### config.mk
export PLATFORM = sky130hd
export DESIGN_NAME = matmul_seq_ctrl
export DESIGN_NICKNAME = d
export VERILOG_FILES = /design/src/rtl/matmul_seq_ctrl.sv
export SDC_FILE = /design/constraint.sdc
export NUM_CORES = 1
export LEC_CHECK = 0
export CAP_MARGIN = 20
export CELL_PAD_IN_SITES_DETAIL_PLACEMENT = 0
export CELL_PAD_IN_SITES_GLOBAL_PLACEMENT = 2
export CORE_MARGIN = 2
export CORE_UTILIZATION = 38
export CTS_BUF_LIST = sky130_fd_sc_hd__clkbuf_4
export DETAILED_ROUTE_END_ITERATION = 7
export HOLD_SLACK_MARGIN = 0.06
export PLACE_DENSITY_LB_ADDON = 0.12
export RECOVER_POWER = 50
export SLEW_MARGIN = 20
export SYNTH_ARGS = -nofsm -noshare
export SYNTH_HDL_FRONTEND = slang
export SYNTH_HIERARCHICAL = 1
export SYNTH_SLANG_ARGS = --single-unit
export TNS_END_PERCENT = 20
### constraint.sdc
create_clock -name clk -period 10.3 [get_ports clk]
set_input_delay 2.06 -clock clk [delete_from_list [all_inputs] [get_ports clk]]
set_output_delay 2.06 -clock clk [all_outputs]
set_load 0.01 [all_outputs]
### src/rtl/matmul_seq_ctrl.sv
// Sequential DIM x DIM matrix multiply controller.
// One shared 4x4 multiplier, one accumulator, valid/ready on both sides.

module multiplier (
  input  logic [3:0] a,
  input  logic [3:0] b,
  output logic [7:0] p
);

  // Shift-and-add array of partial products
  always_comb begin
    p = '0;
    for (int r = 0; r < 4; r++) begin
      if (b[r]) p = p + ({4'b0, a} << r);
    end
  end

endmodule

module matmul_seq_ctrl #(
  parameter int DIM  = 2,
  parameter int ACCW = 8 + $clog2(DIM) + 1
) (
  input  logic                    clk,
  input  logic                    rst,
  input  logic                    in_valid,
  output logic                    in_ready,
  input  logic [DIM*DIM*4-1:0]    a_flat,
  input  logic [DIM*DIM*4-1:0]    b_flat,
  output logic [DIM*DIM*ACCW-1:0] c_flat,
  output logic                    out_valid,
  input  logic                    out_ready,
  output logic                    busy
);

  localparam int IW = $clog2(DIM);
  localparam logic [IW-1:0] LAST = IW'(DIM - 1);

  localparam logic [1:0] S_IDLE = 2'd0;
  localparam logic [1:0] S_MUL  = 2'd1;
  localparam logic [1:0] S_DONE = 2'd2;

  logic [1:0]              state;
  logic [DIM*DIM*4-1:0]    a_q;
  logic [DIM*DIM*4-1:0]    b_q;
  logic [DIM*DIM*ACCW-1:0] c_q;
  logic [ACCW-1:0]         acc;
  logic [IW-1:0]           i;
  logic [IW-1:0]           j;
  logic [IW-1:0]           k;
  logic [3:0]              op_a;
  logic [3:0]              op_b;
  logic [7:0]              prod;
  logic [ACCW-1:0]         sum;

  assign in_ready  = (state == S_IDLE);
  assign busy      = (state == S_MUL);
  assign out_valid = (state == S_DONE);
  assign c_flat    = c_q;

  // Pick A[i][k] and B[k][j] out of the latched operands
  always_comb begin
    op_a = '0;
    op_b = '0;
    for (int r = 0; r < DIM; r++) begin
      for (int c = 0; c < DIM; c++) begin
        if (i == IW'(r) && k == IW'(c))
          op_a = a_q[(r*DIM+c)*4 +: 4];
        if (k == IW'(r) && j == IW'(c))
          op_b = b_q[(r*DIM+c)*4 +: 4];
      end
    end
  end

  multiplier u_mul (
    .a(op_a),
    .b(op_b),
    .p(prod)
  );

  assign sum = acc + {{(ACCW-8){1'b0}}, prod};

  // Job sequencing: accept, one MAC per cycle, hold result until taken
  always_ff @(posedge clk or posedge rst) begin
    if (rst) begin
      state <= S_IDLE;
      a_q   <= '0;
      b_q   <= '0;
      c_q   <= '0;
      acc   <= '0;
      i     <= '0;
      j     <= '0;
      k     <= '0;
    end else begin
      case (state)
        S_IDLE: begin
          if (in_valid) begin
            a_q   <= a_flat;
            b_q   <= b_flat;
            c_q   <= '0;
            acc   <= '0;
            i     <= '0;
            j     <= '0;
            k     <= '0;
            state <= S_MUL;
          end
        end
        S_MUL: begin
          if (k != LAST) begin
            acc <= sum;
            k   <= k + IW'(1);
          end else begin
            for (int r = 0; r < DIM; r++) begin
              for (int c = 0; c < DIM; c++) begin
                if (i == IW'(r) && j == IW'(c))
                  c_q[(r*DIM+c)*ACCW +: ACCW] <= sum;
              end
            end
            acc <= '0;
            k   <= '0;
            if (j == LAST) begin
              j <= '0;
              if (i == LAST) begin
                i     <= '0;
                state <= S_DONE;
              end else begin
                i <= i + IW'(1);
              end
            end else begin
              j <= j + IW'(1);
            end
          end
        end
        S_DONE: begin
          if (out_ready) state <= S_IDLE;
        end
        default: state <= S_IDLE;
      endcase
    end
  end

endmodule

# Word level (Yosys, flattened, before mapping)
# Index checks and enable logic that the tools add are counted.
# totals
reg_bits	87
in_bits	36
output_inout_bits	43
elab_cells	93
# op_classes
add_sub_neg	7
n_eq_ne	11
mux	38
bitwise_logic	3
n_reduce_logical	23
# op_table
cell	count
40-bit two-way mux	2
40-bit one-hot mux with 2 select lines	1
10-bit two-way mux	6
4-bit two-way mux	9
8-bit two-way mux	3
10-bit one-hot mux with 2 select lines	1
4-bit AND reduction	5
2-bit by 1-bit != test with 1-bit output, second input constant	7
1-bit logical AND	12
10-bit by 8-bit adder with 10-bit output	1
2-bit two-way mux	5
8-bit by 5-bit adder with 8-bit output	1
8-bit by 6-bit adder with 8-bit output	1
8-bit by 7-bit adder with 8-bit output	1
1-bit two-way mux	7
1-bit one-hot mux with 2 select lines	3
2-bit one-hot mux with 3 select lines	1
5-bit AND reduction	1
2-bit != test, second input constant	2
2-bit AND reduction	2
1-bit adder, second input constant	3
1-bit NOT	3
3-bit AND reduction	1
2-bit by 1-bit == test with 1-bit output, second input constant	1
other kinds (3)	3

# Logic depth before layout (Yosys ltp)
# Gate-level depths: netlist (run 1).
# logic_depth
depth_word	17
mapped_depth	26
depth_no_buf	24

# Hierarchy
# The synthesis (run 1) kept the hierarchy.
# modules_own_cells
mod	instances	cells_per_inst	area_each_um2	seq_area_each_um2
matmul_seq_ctrl	1	336	3881.2	2177.1
multiplier	1	69	563.0	0.0

# Least setup slack after synthesis (run 1)
# No wires, ideal clock.
# synth_path
kind	register -> register
from	register k
to	register c_q[19], in the netlist c_flat[19]
setup_time_ns	0.136
arrival_time_ns	5.226
t_required_ns	10.164
path_slack_ns	4.938
stages_incl_launch_ff	25
path_buffers	2
synth_period_minus_slack_ns	5.362
cell_sequence	dfrtp_1 -> buf_4 -> clkbuf_1 -> mux4_2 -> nand2_1 -> inv_1 -> ha_1 -> a21o_1 -> o21ba_2 -> nor3_1 -> ha_1 -> a21oi_1 -> xor2_1 -> o21ai_0 -> ha_1 -> a21oi_1 -> nand2_1 -> xor2_1 -> mux2_2 -> ha_1 -> a21o_1 -> a21oi_1 -> a2bb2oi_1 -> xor2_1 -> o21ai_0
# synth_via
elab_chain_len	17
elab_cells_between_ends	30
classes_between	add/sub (4); eq/ne (1); mux (15); bitwise (1); reduce/logical (9)
# synth_lines
item	line_no	source
start: declaration	50	logic [IW-1:0] k;
start signal: assignment	111	k <= k + IW'(1);
1-bit NOT	--	
1-bit logical AND	67	if (i == IW'(r) && k == IW'(c))
4-bit two-way mux (3 in a row)	67	
4-bit two-way mux (*)	67	
via op_a[2]	51	logic [3:0] op_a;
4-bit two-way mux	14	if (b[r]) p = p + ({4'b0, a} << r);
8-bit by 5-bit adder with 8-bit output	14	
8-bit two-way mux	14	
8-bit by 6-bit adder with 8-bit output	14	
8-bit two-way mux	14	
8-bit by 7-bit adder with 8-bit output	14	
8-bit two-way mux (*)	14	
via prod[6]	53	logic [7:0] prod;
10-bit by 8-bit adder with 10-bit output (*)	81	assign sum = acc + {{(ACCW-8){1'b0}}, prod};
10-bit two-way mux (*)	115	if (i == IW'(r) && j == IW'(c))
40-bit two-way mux (*)	109	if (k != LAST) begin
40-bit one-hot mux with 2 select lines (*)	95	case (state)
end signal: indexed assignment	116	c_q[(r*DIM+c)*ACCW +: ACCW] <= sum;
end: declaration	46	logic [DIM*DIM*ACCW-1:0] c_q;
# Mark *: on every way through the listed nets, which the timed path passes. The rest lies on a longest branch. The select of a mux whose other input is x is not followed.
# A chain may end at the register's enable or synchronous reset.

==> summary.md, run 1 <==
| Metric | Value |
|---|---|
| Area delta synth->final | 22.6% |
| Cell variety after synth | 48 |
| Setup violators final | 0 |
| Initial antenna violation count | 0 |
| Synth top area share | 49.0% |
| Number of global-route vias before repair | 3,207 |
| Pre-Repair DR Iteration Count | 4 |
| Post-layout nets | 537 |
| Largest net degree at the start of global routing | 49 |
| Worst-Margin Slew | 2.55 ns |
| Post-synthesis cell count | 405 |
| Max_slew headroom | -70.3% |
| Post-Synth Simple-Gate Area | 10.4% |
| Synthesized area per cell | 11.0 µm² |
| Syn. warnings | 6 |
| Largest area contributor in the netlist | dfrtp_1 |
| Final wirelength | 9.93 mm |
| Synthesized area | 4440 µm² |
| TritonCTS sink count | 87 |
| Final worst path period share | 58.8% |
| Hold Path Cell Cnt | 2 |
| Die height | 112 µm |
| H-tree depth | 3 |
| Max Freq | 0.165 GHz |
| Vias per inst | 5.14 |
| Max-cap viol count | 3 |
| Post-synth EDFFs | 0 |
| Max Clock Skew | 0.0182 ns |
| Final TNS setup | 0 ns |
| Gr usage total | 16.9% |
| Synthesis-stage register bit count | 87 |
| Antenna viol nets, final | 0 |
| Core Area | 11,400 µm² |
| Multi-input combinational cell area | 2100 µm² |
| Hold worst-path end | c_flat[37] |
| Residual DRC | 0 |
| Fillers | 1,100 |
| Worst hold start | c_flat[37] |
| First-pass GRT wire length | 16.7 mm |
| End of the worst register-to-register path | c_flat[17] |
| Area fraction in compound gates after synthesis | 13.1% |
| Adder-cell share of the synthesized area | 7.38% |
| Hold_buf cts | 0 |
| Sequential cell area | 2180 µm² |
| Starting DRT DRC Count | 132 |
| Worst R2R Setup Slack | 4.25 ns |
| Most common cell after layout, fill and taps aside | dfrtp_1 |
| Buffers on Ports | 78 |
| Mux share of post-synthesis cell area | 13.9% |
| Xor/xnor share of the synthesized area | 2.56% |
| RSZ-0062 raised after global routing | no |
| Seq/Total Area, Yosys | 49.0% |
| Fin crit period | 6.05 ns |
| Slowest CP cell | clkbuf_1 |
| Worst reg2reg startpoint | k |
| Ratio of cells with drive above 1 in the final layout | 14.1% |
| FFs w/ async S/R, synth | 100% |
| Starting density of the core | 38.9% |
| Die width | 112 µm |
| Clock Path Buffers | 2 |
| Post-CTS setup buffer count | 0 |
| Inserted Clock Buffers | 9 |
| Hold Violations, Final | 0 |
| Global route overflow | 0 |
| Post-CTS Resized | 0 |
| Total I/O pin count | 79 |
| Largest family of logic cells by synthesized area | multiplexers |
| Predominant post-synthesis flop cell | dfrtp_1 |
| Routability cong. | 0.810 |
| ANT cells | 0 |
| CP Cell Sequence | dlygate4sd3_1 > clkinvlp_2 > clkbuf_1 > clkbuf_1 |
| Slew Viols, Final | 130 |
| Critical Path Max Stage Delay | 1.91 ns |
| Reg2Reg Depth | 21 |
| CP endpoint kind | asynchronous set/reset pin |
| Outcome | finished with violations |
| Clk root buf | clkbuf_4 |
| Clock transition at path regs | 0.12 ns |
| Syn_nets | 464 |
| Crit start category | input port |
| CTS tree | done |
| Synth top area cells | dfrtp_1, mux2_2, nand2_1, ha_1, o21ai_0 |
| WL per Instance | 15.9 µm |
| Worst min path class | flip-flop to flip-flop |
| Max FO, Critical Path | 48 |
| Critical setup path kind | input port to asynchronous set/reset pin |
| Clk_lat worst skew | 0.46 ns |
| Most frequent cells in the layout | dfrtp_1, clkdlybuf4s50_1, nand2_1 |
| CP required | 10.35 ns |
| Critical path arrival | 6.10 ns |
| Crit. Startpoint | rst |
| Hpwl dp | 7.16 mm |
| CP most frequent cell | clkbuf_1 |
| Failing checks | max-capacitance violations, max-slew violations |
| Vias | 3,215 |
| Row count | 39 |
| Die area | 12,600 µm² |
[synthesized netlist by cell type (2+ instances only)]
cell type	n
mux4_2	8
o32ai_1	2
or2_2	2
o21ai_1	4
xnor2_1	4
a21oi_1	14
o31ai_1	12
nand2_1	68
nand2b_1	6
xor2_1	9
buf_4	2
a211oi_1	2
buf_2	12
nor2b_1	4
and2_1	4
fa_1	4
a21o_1	8
o21ai_0	42
inv_1	14
a31oi_1	2
nand3_1	3
mux2i_1	3
clkbuf_1	5
dfrtp_1	87
mux2_2	35
ha_1	19
nor2_1	7
or2_1	2
inv_2	2
[critical path: cells and delay by family]
family | cells | cell delay, ns
buffers and inverters | 4 | 4.00
[state kept, by name, summed over array words and instances, names as in the netlist]
| register | cells |
|---|---|
| c_flat | 40 |
| a_q | 16 |
| state | 2 |
| acc | 10 |
| i | 1 |
| k | 1 |
| b_q | 16 |
| j | 1 |
[stage by stage]
step,hold WS (ns),util [%],setup WS (ns),std cells,area [µm²]
floorplan,0.455,-,4.94,405,4440
global placement,0.461,46.7,4.34,609,5330
detailed placement,0.469,46.9,4.30,610,5360
CTS,0.499,48.1,4.26,626,5490
global route,0.515,47.7,3.35,626,5450
finish,0.496,47.7,4.25,626,5450
[area by class of cell]
cell class / count / share of cell area [%]
repair buffers: 82 / 14.7
inverters: 16 / 1.13
well taps: 143 / 3.28
clock buffers: 10 / 1.38
clock inverters: 6 / 1.10
multi-input cells: 282 / 38.5
flip-flops and latches: 87 / 40.0
[how the worst max path moves through the flow]
stage	end	slack [ns]	cells past startpoint
after floorplan	c_flat[19]	4.94	24
after global placement	c_flat[17]	4.34	21
after detailed placement	c_flat[17]	4.30	21
after CTS	c_flat[17]	4.26	21
after global routing	acc[7]	3.35	4
final	c_flat[7]	4.25	4
[layer usage]
metal	wire, µm	vias to the layer above	track usage [%]	share of wire (%)
met1	4830	1578	23.1	49
met2	4570	55	26.4	46
met3	384	13	3.83	3.9
met5	0	-	0	0
li1	-	1569	-	-
met4	152	0	6.34	1.5
[logic make-up after synthesis]
family / after synthesis
fa+ha+maj: 24
simple gates: 103
mux: 47
buf+inv: 36
compound gates: 95
xor+xnor: 13
flops: 87
Power of run 1 is left out: the tool's default activity adds up to more than one toggle a clock period on the data nets, which glitch-free logic cannot reach.
==> inputs of run 2 (changes only) <==
--- a/config.mk
+++ b/config.mk
@@ -9,7 +9,7 @@
 export CELL_PAD_IN_SITES_DETAIL_PLACEMENT = 0
 export CELL_PAD_IN_SITES_GLOBAL_PLACEMENT = 2
 export CORE_MARGIN = 2
-export CORE_UTILIZATION = 38
+export CORE_UTILIZATION = 35
 export CTS_BUF_LIST = sky130_fd_sc_hd__clkbuf_4
 export DETAILED_ROUTE_END_ITERATION = 7
 export HOLD_SLACK_MARGIN = 0.06
==> constraint.sdc (replaced) <==
create_clock -name clk -period 5.69 [get_ports clk]
set_input_delay 1.138 -clock clk [delete_from_list [all_inputs] [get_ports clk]]
set_output_delay 1.138 -clock clk [all_outputs]
set_load 0.01 [all_outputs]
==> run 2 against run 1 <==
The flow still finishes with violations (max-capacitance violations, max-slew violations); critical path depth increased by 17; die area increased by 8.3%; first-iteration DRC count increased by 20%; utilization decreased by 2.2 points; final area increased by 4.6%; via count decreased by 1.0%; routed wire length increased by 7.1%; critical path type is now flip-flop to flip-flop; critical endpoint is now acc[6].
==> summary.md, run 2 (synthesis gave the netlist of run 1 again) <==
| Metric | Value |
|---|---|
| Slew Viols, Final | 90 |
| Max-cap viol count | 2 |
| Sequential cell area | 2180 µm² |
| Failing checks | max-capacitance violations, max-slew violations |
| Die width | 117 µm |
| Fillers | 1,241 |
| Fin crit period | 5.45 ns |
| Most frequent cells in the layout | dfrtp_1, clkdlybuf4s50_1, nand2_1 |
| TritonCTS sink count | 87 |
| Setup violators final | 0 |
| Worst-Margin Slew | 2.19 ns |
| Worst slack at placement | 0.00499 ns |
| Max Clock Skew | 0.0261 ns |
| CP required | 6.01 ns |
| Hold Violations, Final | 0 |
| Global route overflow | 0 |
| Gr usage total | 16.8% |
| Inserted Clock Buffers | 9 |
| Max FO, Critical Path | 5 |
| Pre-Repair DR Iteration Count | 4 |
| Critical path arrival | 5.78 ns |
| Hold_buf cts | 0 |
| Final core utilization | 45.5% |
| ANT cells | 0 |
| Hpwl dp | 7.62 mm |
| Critical setup path kind | flip-flop to flip-flop |
| CP endpoint kind | flip-flop |
| Total placed cells including tap cells | 644 |
| Clk root buf | clkbuf_4 |
| Total I/O pin count | 79 |
| Vias per inst | 4.81 |
| Die area | 13,600 µm² |
| WL per Instance | 16.1 µm |
| First-pass GRT wire length | 17.1 mm |
| Largest net degree at the start of global routing | 51 |
| Final wirelength | 10.6 mm |
| Antenna viol nets, final | 0 |
| Ratio of cells with drive above 1 in the final layout | 18.6% |
| Crit. Startpoint | k |
| Worst hold start | c_flat[8] |
| Row count | 41 |
| Worst reg2reg startpoint | k |
| Die height | 117 µm |
| Clock transition at path regs | 0.14 ns |
| Worst min path class | flip-flop to flip-flop |
| Outcome | finished with violations |
| Clk_lat worst skew | 0.48 ns |
| Final worst path period share | 95.8% |
| Initial antenna violation count | 0 |
| Starting density of the core | 35.5% |
| Max Freq | 0.183 GHz |
| Most common cell after layout, fill and taps aside | dfrtp_1 |
| Crit start category | flip-flop |
| Starting DRT DRC Count | 158 |
| Vias | 3,182 |
| CTS tree | done |
| Max_slew headroom | -47.1% |
| Number of global-route vias before repair | 3,113 |
| Area delta synth->final | 28.2% |
| RSZ-0062 raised after global routing | yes |
| Number of flip-flops under the largest register name | 40 |
| Multi-input combinational cell area | 2200 µm² |
| Post-route setup slack | 0.239 ns |
| Post-layout nets | 544 |
| Final std cells w/o fill | 662 |
| Routability cong. | 0.833 |
| Residual DRC | 0 |
| H-tree depth | 3 |
| Clock Path Buffers | 2 |
| Buffers on Ports | 78 |
| Core Area | 12,500 µm² |
-- run 2: changes by cell type in the layout (fill, tap and decap cells not counted), moves of 2 or more --
cell	before	now
xor2_2	0	5
xor2_1	9	4
a21oi_2	0	2
bufinv_16	1	3
buf_4	1	9
clkbuf_1	3	1
clkinv_2	2	0
a21oi_1	14	12
-- run 2: final cells by class --
| class | instances | share of cell area, % |
|---|---|---|
| clock buffer | 9 | 1.19 |
| clock inverter | 7 | 2.09 |
| inverter | 16 | 1.08 |
| multi-input combinational | 282 | 38.5 |
| sequential | 87 | 38.2 |
| tap | 172 | 3.78 |
| timing repair buffer | 89 | 15.1 |
-- run 2: worst paths after layout --
| check | to | slack, ns | depth (start not counted) |
|---|---|---|---|
| setup / recovery | acc[6] | 0.24 | 21 |
| hold / removal | c_flat[8] | 0.49 | 2 |
| setup reg to reg | acc[6] | 0.24 | 21 |
| hold reg to reg | c_flat[8] | 0.49 | 2 |
| max in group asynchronous | b_q[3] | 1.39 | 3 |
| min in group asynchronous | c_flat[0] | 1.68 | 2 |
-- run 2: timing repair --
item | CTS | global route
resized for setup | 1 | 15
pin swaps | 0 | 4
setup endpoints to repair | 3 | 25
setup buffers | 0 | 2
-- run 2: metal layers --
metal  share of wire (%)  up-vias  GRT usage [%]
met2                  45       51           24.6
met3                 2.9       12           3.43
met1                  50     1545           24.7
li1                    -     1574              -
met5                   0        -              0
met4                 1.5        0           6.12
-- run 2: stage by stage --
stage                     cell area [µm²]  hold WS, ns  setup TNS (ns)
final                                5700        0.494               0
after global routing                 5700        0.524          -0.148
after CTS                            5600        0.500               0
after detailed placement             5410        0.466               0
after global placement               5410        0.461               0
after floorplan                      4440        0.455               0
-- run 2: worst max-delay path, stage by stage (launching register included) --
cell and delay [ns]:
dfrtp_1 0.41, mux4_2 0.57, and2_1 0.20, ha_1 0.19, inv_1 0.07, fa_1 0.41, mux2i_1 0.20, ha_1 0.21
inv_1 0.05, fa_1 0.47, nand2_1 0.06, a21boi_1 0.14, ha_1 0.22, fa_1 0.42, xor2_1 0.16, a32oi_1 0.15
o31ai_1 0.12, ha_1 0.34, a21oi_1 0.18, nor2b_1 0.24, xor2_2 0.36, o32ai_1 0.13
Power of run 2 is left out for the same reason.
